File: config.mk
export PLATFORM = sky130hd
export DESIGN_NAME = traffic_light_monitor
export DESIGN_NICKNAME = d
export VERILOG_FILES = /design/src/rtl/traffic_light_monitor.sv
export SDC_FILE = /design/constraint.sdc
export NUM_CORES = 1
export LEC_CHECK = 0
export ABC_CLOCK_PERIOD_IN_PS = 6900
export CORE_UTILIZATION = 50
export CTS_BUF_LIST = sky130_fd_sc_hd__clkbuf_8
export DETAILED_ROUTE_END_ITERATION = 10
export GPL_TIMING_DRIVEN = 0
export HOLD_SLACK_MARGIN = 0.1
export PLACE_DENSITY = 0.79
export SLEW_MARGIN = 20
export SYNTH_ARGS = -nofsm -noshare
export SYNTH_HDL_FRONTEND = slang
export SYNTH_SLANG_ARGS = --single-unit
File: constraint.sdc
create_clock -name clk -period 6.9 [get_ports clk]
set_input_delay 1.38 -clock clk [delete_from_list [all_inputs] [get_ports clk]]
set_output_delay 1.38 -clock clk [all_outputs]
set_load 0.01 [all_outputs]
File: src/rtl/traffic_light_monitor.sv
// Passive checker for the intersection light outputs.
// Tracks phase and duration, flags faults and counts clean loops.
module traffic_light_monitor #(
  parameter int CNT_W      = 8,
  parameter int YELLOW_LEN = 4,
  parameter int RED_LEN    = 31,
  parameter int GREEN_LEN  = 28,
  parameter int LOOP_W     = 16
) (
  input  logic              clk,
  input  logic              rstn,
  input  logic              green,
  input  logic              red,
  input  logic              yellow,
  input  logic              clr,
  output logic [1:0]        phase,
  output logic [CNT_W-1:0]  phase_cnt,
  output logic              err_onehot,
  output logic              err_order,
  output logic              err_len,
  output logic              err_sticky,
  output logic [LOOP_W-1:0] loop_cnt
);

  typedef enum logic [1:0] {
    PH_NONE   = 2'd0,
    PH_YELLOW = 2'd1,
    PH_RED    = 2'd2,
    PH_GREEN  = 2'd3
  } phase_e;

  phase_e             r_phase;
  logic [CNT_W-1:0]   r_cnt;
  logic               r_ovr;
  logic               r_clean;
  logic               r_e_oh;
  logic               r_e_ord;
  logic               r_e_len;
  logic               r_sticky;
  logic [LOOP_W-1:0]  r_loop;

  phase_e             w_p;
  logic               w_onehot;
  phase_e             w_phase;
  logic [CNT_W-1:0]   w_cnt;
  logic               w_ovr;
  logic               w_clean;
  logic               w_e_oh;
  logic               w_e_ord;
  logic               w_e_len;
  logic               w_loop_inc;
  logic               w_err;
  logic [CNT_W-1:0]   w_exp_cur;
  logic [CNT_W-1:0]   w_cnt_inc;

  function automatic logic [CNT_W-1:0] exp_len(phase_e p);
    logic [CNT_W-1:0] v;
    v = '0;
    unique case (p)
      PH_YELLOW: v = CNT_W'(YELLOW_LEN);
      PH_RED:    v = CNT_W'(RED_LEN);
      PH_GREEN:  v = CNT_W'(GREEN_LEN);
      default:   v = '0;
    endcase
    return v;
  endfunction

  function automatic phase_e next_ph(phase_e p);
    phase_e v;
    v = PH_NONE;
    unique case (p)
      PH_YELLOW: v = PH_RED;
      PH_RED:    v = PH_GREEN;
      PH_GREEN:  v = PH_YELLOW;
      default:   v = PH_NONE;
    endcase
    return v;
  endfunction

  // Decode the sampled light vector; w_p only meaningful when one-hot.
  always_comb begin
    w_onehot = ({1'b0, green} + {1'b0, red} + {1'b0, yellow}) == 2'd1;
    if (yellow)   w_p = PH_YELLOW;
    else if (red) w_p = PH_RED;
    else          w_p = PH_GREEN;
  end

  assign w_exp_cur = exp_len(r_phase);
  assign w_cnt_inc = (r_cnt == '1) ? r_cnt : r_cnt + 1'b1;

  // Next-state and fault detection for the current sample.
  always_comb begin
    w_phase    = r_phase;
    w_cnt      = r_cnt;
    w_ovr      = r_ovr;
    w_clean    = r_clean;
    w_e_oh     = 1'b0;
    w_e_ord    = 1'b0;
    w_e_len    = 1'b0;
    w_loop_inc = 1'b0;
    if (!w_onehot) begin
      w_e_oh  = 1'b1;
      w_phase = PH_NONE;
      w_cnt   = '0;
      w_ovr   = 1'b0;
      w_clean = 1'b0;
    end else if (w_p == r_phase) begin
      w_cnt = w_cnt_inc;
      // Old count already at the limit means this sample overruns,
      // which also covers a count stuck at saturation.
      if (r_cnt >= w_exp_cur && !r_ovr) begin
        w_e_len = 1'b1;
        w_ovr   = 1'b1;
        w_clean = 1'b0;
      end
    end else if (r_phase == PH_NONE) begin
      w_phase = w_p;
      w_cnt   = CNT_W'(1);
      w_ovr   = 1'b0;
      w_clean = (w_p == PH_YELLOW);
    end else begin
      if (w_p != next_ph(r_phase)) begin
        w_e_ord = 1'b1;
        w_clean = 1'b0;
      end
      if (r_cnt != w_exp_cur && !r_ovr) begin
        w_e_len = 1'b1;
        w_clean = 1'b0;
      end
      if (r_phase == PH_GREEN && w_p == PH_YELLOW &&
          !w_e_ord && !w_e_len && r_clean)
        w_loop_inc = 1'b1;
      w_phase = w_p;
      w_cnt   = CNT_W'(1);
      w_ovr   = 1'b0;
      if (w_p == PH_YELLOW) w_clean = 1'b1;
    end
    w_err = w_e_oh | w_e_ord | w_e_len;
  end

  // Phase tracking state and error pulses.
  always_ff @(posedge clk or negedge rstn) begin
    if (!rstn) begin
      r_phase <= PH_NONE;
      r_cnt   <= '0;
      r_ovr   <= 1'b0;
      r_clean <= 1'b0;
      r_e_oh  <= 1'b0;
      r_e_ord <= 1'b0;
      r_e_len <= 1'b0;
    end else begin
      r_phase <= w_phase;
      r_cnt   <= w_cnt;
      r_ovr   <= w_ovr;
      r_clean <= w_clean;
      r_e_oh  <= w_e_oh;
      r_e_ord <= w_e_ord;
      r_e_len <= w_e_len;
    end
  end

  // Sticky error and loop counter; same-edge events beat clr.
  always_ff @(posedge clk or negedge rstn) begin
    if (!rstn) begin
      r_sticky <= 1'b0;
      r_loop   <= '0;
    end else begin
      if (w_err)    r_sticky <= 1'b1;
      else if (clr) r_sticky <= 1'b0;
      if (w_loop_inc) begin
        if (clr)                r_loop <= LOOP_W'(1);
        else if (r_loop != '1)  r_loop <= r_loop + 1'b1;
      end else if (clr) begin
        r_loop <= '0;
      end
    end
  end

  assign phase      = r_phase;
  assign phase_cnt  = r_cnt;
  assign err_onehot = r_e_oh;
  assign err_order  = r_e_ord;
  assign err_len    = r_e_len;
  assign err_sticky = r_sticky;
  assign loop_cnt   = r_loop;

endmodule
==> flow_summary.json <==
{
  "post_cts_buffers": 0,
  "rsz0062_at_grt": "no",
  "dp_slack_ps": 2880,
  "synth_compound_area_frac": 0.164,
  "seq_power_share": 0.476,
  "grt_pass1_vias": 1534,
  "critical_path_required_ps": 7080,
  "clock_latency_ps": 300,
  "fillCellCount": 323,
  "path_cells": "clkdlybuf4s50_1 -> inv_1 -> fa_1 -> and4bb_2 -> o211a_2 -> nand4_1 -> nor3_1 -> mux2_2",
  "final_nets": 262,
  "syn_inst": 204,
  "portBuffers": 34,
  "peakVddDrop_v": 0.000122,
  "place_inst": 286,
  "final_layout_size_suffix_gt1_frac": 0.118,
  "synth_xor_area_frac": 0.0223,
  "period_share": 0.538,
  "ys_top_cells_by_area": "dfrtp_1 41%, ha_1 6.4%, nor2_1 3.6%, a21oi_1 3.6%, nand3_1 2.8%",
  "power.switching_fraction": 0.274,
  "synth-seq-cells": 32,
  "die_h_um": 64.7,
  "internal-power_uw": 299,
  "syn_area_per_cell_um2": 9.64,
  "ys_seq_area_frac": 0.407,
  "hold_viol_final": 0,
  "skew_ps": 4.04,
  "synth.net_count": 221,
  "synth_top_family_by_area": "simple AND/OR/NAND/NOR gates",
  "worstSetupStartpointType": "primary input",
  "tns_ps": 0,
  "antenna_found_initial": 0,
  "syn2layout_area_growth_pct": 24.8,
  "ant_nets": 0,
  "drt_iter0_markers": 85,
  "status": "complete, no violations",
  "cts_buffer_depth": 2,
  "max_cap_violations": 0,
  "wl_um": 4280,
  "synth.area.mux_share": 0.0159,
  "placed_area_um2": 2360,
  "clk_pin_slew_ps": 70,
  "cts_made_buffers": 5,
  "seqCellArea_um2": 801,
  "max_stage_delay_ps": 570,
  "final_area_um2": 2450,
  "crit_arrival_ps": 3890,
  "total_leakage_power_uw": 0.00101,
  "instances_no_fill": 294,
  "yosys.area_share.simple": 0.269,
  "crit-reg2reg-capture": "loop_cnt[4]",
  "core_area_um2": 3720,
  "n_antenna_cell": 0,
  "route.detailed.drc": 0,
  "post-dp-hpwl_um": 2940,
  "max_slew_margin": 0.528,
  "slew_viol_final": 0,
  "yosys_warnings": 0,
  "finalWeightedCongestion": 0.867,
  "crit_path_top_delay_cell": "clkdlybuf4s50_1",
  "path_class": "in2reg",
  "hold_path_end": "r_clean",
  "fin_ws_ps": 3190,
  "synthAdderAreaFrac": 0.0738,
  "p_switching_uw": 113,
  "grt_usage": 0.226,
  "cts_tree": "built",
  "synth_top_area_frac": 0.407,
  "grt_max_degree": 33,
  "ctsResizeCount": 0,
  "synth_edf_count": 0,
  "critical_path.endpoint_type": "flop",
  "finalSetupViolCount": 0,
  "hold_path.startpoint": "r_clean",
  "ys.flop_type": "dfrtp_1",
  "grt_overflow": 0,
  "netlist_area_um2": 1970,
  "avgRoutedWirePerCell_um": 14.5,
  "clkSinkCount": 32,
  "tightestPinTransition_ps": 708,
  "vias": 1734,
  "yosysUniqueCellTypes": 48,
  "root_buffer": "clkbuf_8",
  "synth-async-reset-ratio": 1.00,
  "io-pin-count": 36,
  "initial_core_util": 0.529,
  "power_frac_clock": 0.372,
  "hold_depth": 2,
  "firstDrtPassIters": 4,
  "fp.dieArea_um2": 4190,
  "reg2reg_slack_ps": 4220,
  "htreeDepth": 2,
  "vias_per_cell": 5.90,
  "die_x_um": 64.7,
  "fin_crit_ps": 3710,
  "worstPathMaxFanout": 7,
  "multi_input_area_um2": 1070,
  "reg2reg_depth": 9,
  "fp-row-count": 22,
  "grt_first_pass_wirelength_um": 7170,
  "comb_power_share": 0.151,
  "hold_path_class": "reg2reg",
  "synth_area_leader_cell": "dfrtp_1",
  "r2r_start": "phase[0]",
  "max_freq_mhz": 269,
  "total_power_uw": 412,
  "cts_hold_buf": 0,
  "pwr_density_cell_nw_per_um2": 168
}
[through the flow]
stage | utilization | hold slack, ps
floorplan | - | 508
global placement | 0.637 | 534
detailed placement | 0.635 | 538
CTS | 0.660 | 549
global route | 0.660 | 614
finish | 0.660 | 547
[power groups by stage]
stage / Combinational [uW] / Sequential (uW) / Clock [uW]
final: 62.3 / 196 / 153
after global routing: 69.5 / 197 / 165
after CTS: 62.7 / 196 / 157
after detailed placement: 62.2 / 199 / 0
after global placement: 60.8 / 199 / 0
after floorplan: 37.1 / 201 / 0
[registers in the layout, summed over array words and instances, names as in the netlist]
register	flops
r_ovr	1
loop_cnt	16
err_sticky	1
r_clean	1
err_len	1
err_onehot	1
phase_cnt	8
err_order	1
phase	2
[synth_stat cells, types with 3 or more instances]
cell / n
nor3_1: 4
dfrtp_1: 32
nand4_1: 3
nor2_1: 19
a21oi_1: 14
nor2b_1: 3
inv_1: 13
ha_1: 10
a31o_2: 3
and3_1: 5
and2_1: 4
and3_4: 3
o31ai_1: 4
nand2_1: 6
a31oi_1: 6
xnor2_1: 3
or3_1: 4
and4_1: 6
nand2b_1: 6
or4_1: 3
nand3_1: 11
o21ai_0: 8
buf_6: 3
[worst max-delay path by stage]
stage / start / slack (ps) / to
global placement: yellow / 2910 / loop_cnt[15]
detailed placement: yellow / 2880 / loop_cnt[15]
finish: yellow / 3190 / loop_cnt[15]
floorplan: green / 3660 / loop_cnt[4]
global route: yellow / 2980 / loop_cnt[15]
CTS: yellow / 3190 / loop_cnt[15]
[layer usage]
layer  up-vias  track usage  wire [um]
met5         -            0          0
met4         0        0.103         86
met3         8       0.0546        187
met2        55        0.326       1970
met1       828        0.319       2030
li1        843            -          -
[layout make-up]
| class | count | share of cell area |
|---|---|---|
| multi-input combinational | 153 | 0.436 |
| sequential | 32 | 0.326 |
| timing repair buffer | 34 | 0.137 |
| clock buffer | 6 | 0.0337 |
| tap | 48 | 0.0245 |
| inverter | 13 | 0.0199 |
| buffer | 6 | 0.0189 |
| clock inverter | 2 | 0.00408 |
[cell usage in the layout, fill, tap and decap left out, types with 4 or more instances in the layout]
master / count
clkdlybuf4s50_1: 33
and4_1: 6
inv_1: 13
o21ai_0: 8
ha_1: 10
nor2_1: 19
nand3_1: 11
o31ai_1: 4
a31oi_1: 6
nor3_1: 4
clkbuf_8: 6
and3_1: 5
nand2b_1: 6
and2_1: 4
or3_1: 4
a21oi_1: 14
dfrtp_1: 32
nand2_1: 6
[critical path: cells and delay by family]
family | cells | cell delay, ps
buffers and inverters | 2 | 690
multiplexers | 1 | 360
AND/OR/NAND/NOR | 3 | 750
adder cells (fa/ha/maj) | 1 | 450
AO/OA/AOI/OAI | 1 | 280
[cell families after synthesis]
group,Yosys count
multiplexers,3
adder cells (fa/ha/maj),11
flip-flops,32
buffers and inverters,19
AO/OA/AOI/OAI,48
XOR/XNOR,5
AND/OR/NAND/NOR,86
Note: power is estimated with default switching activity, not from simulation.
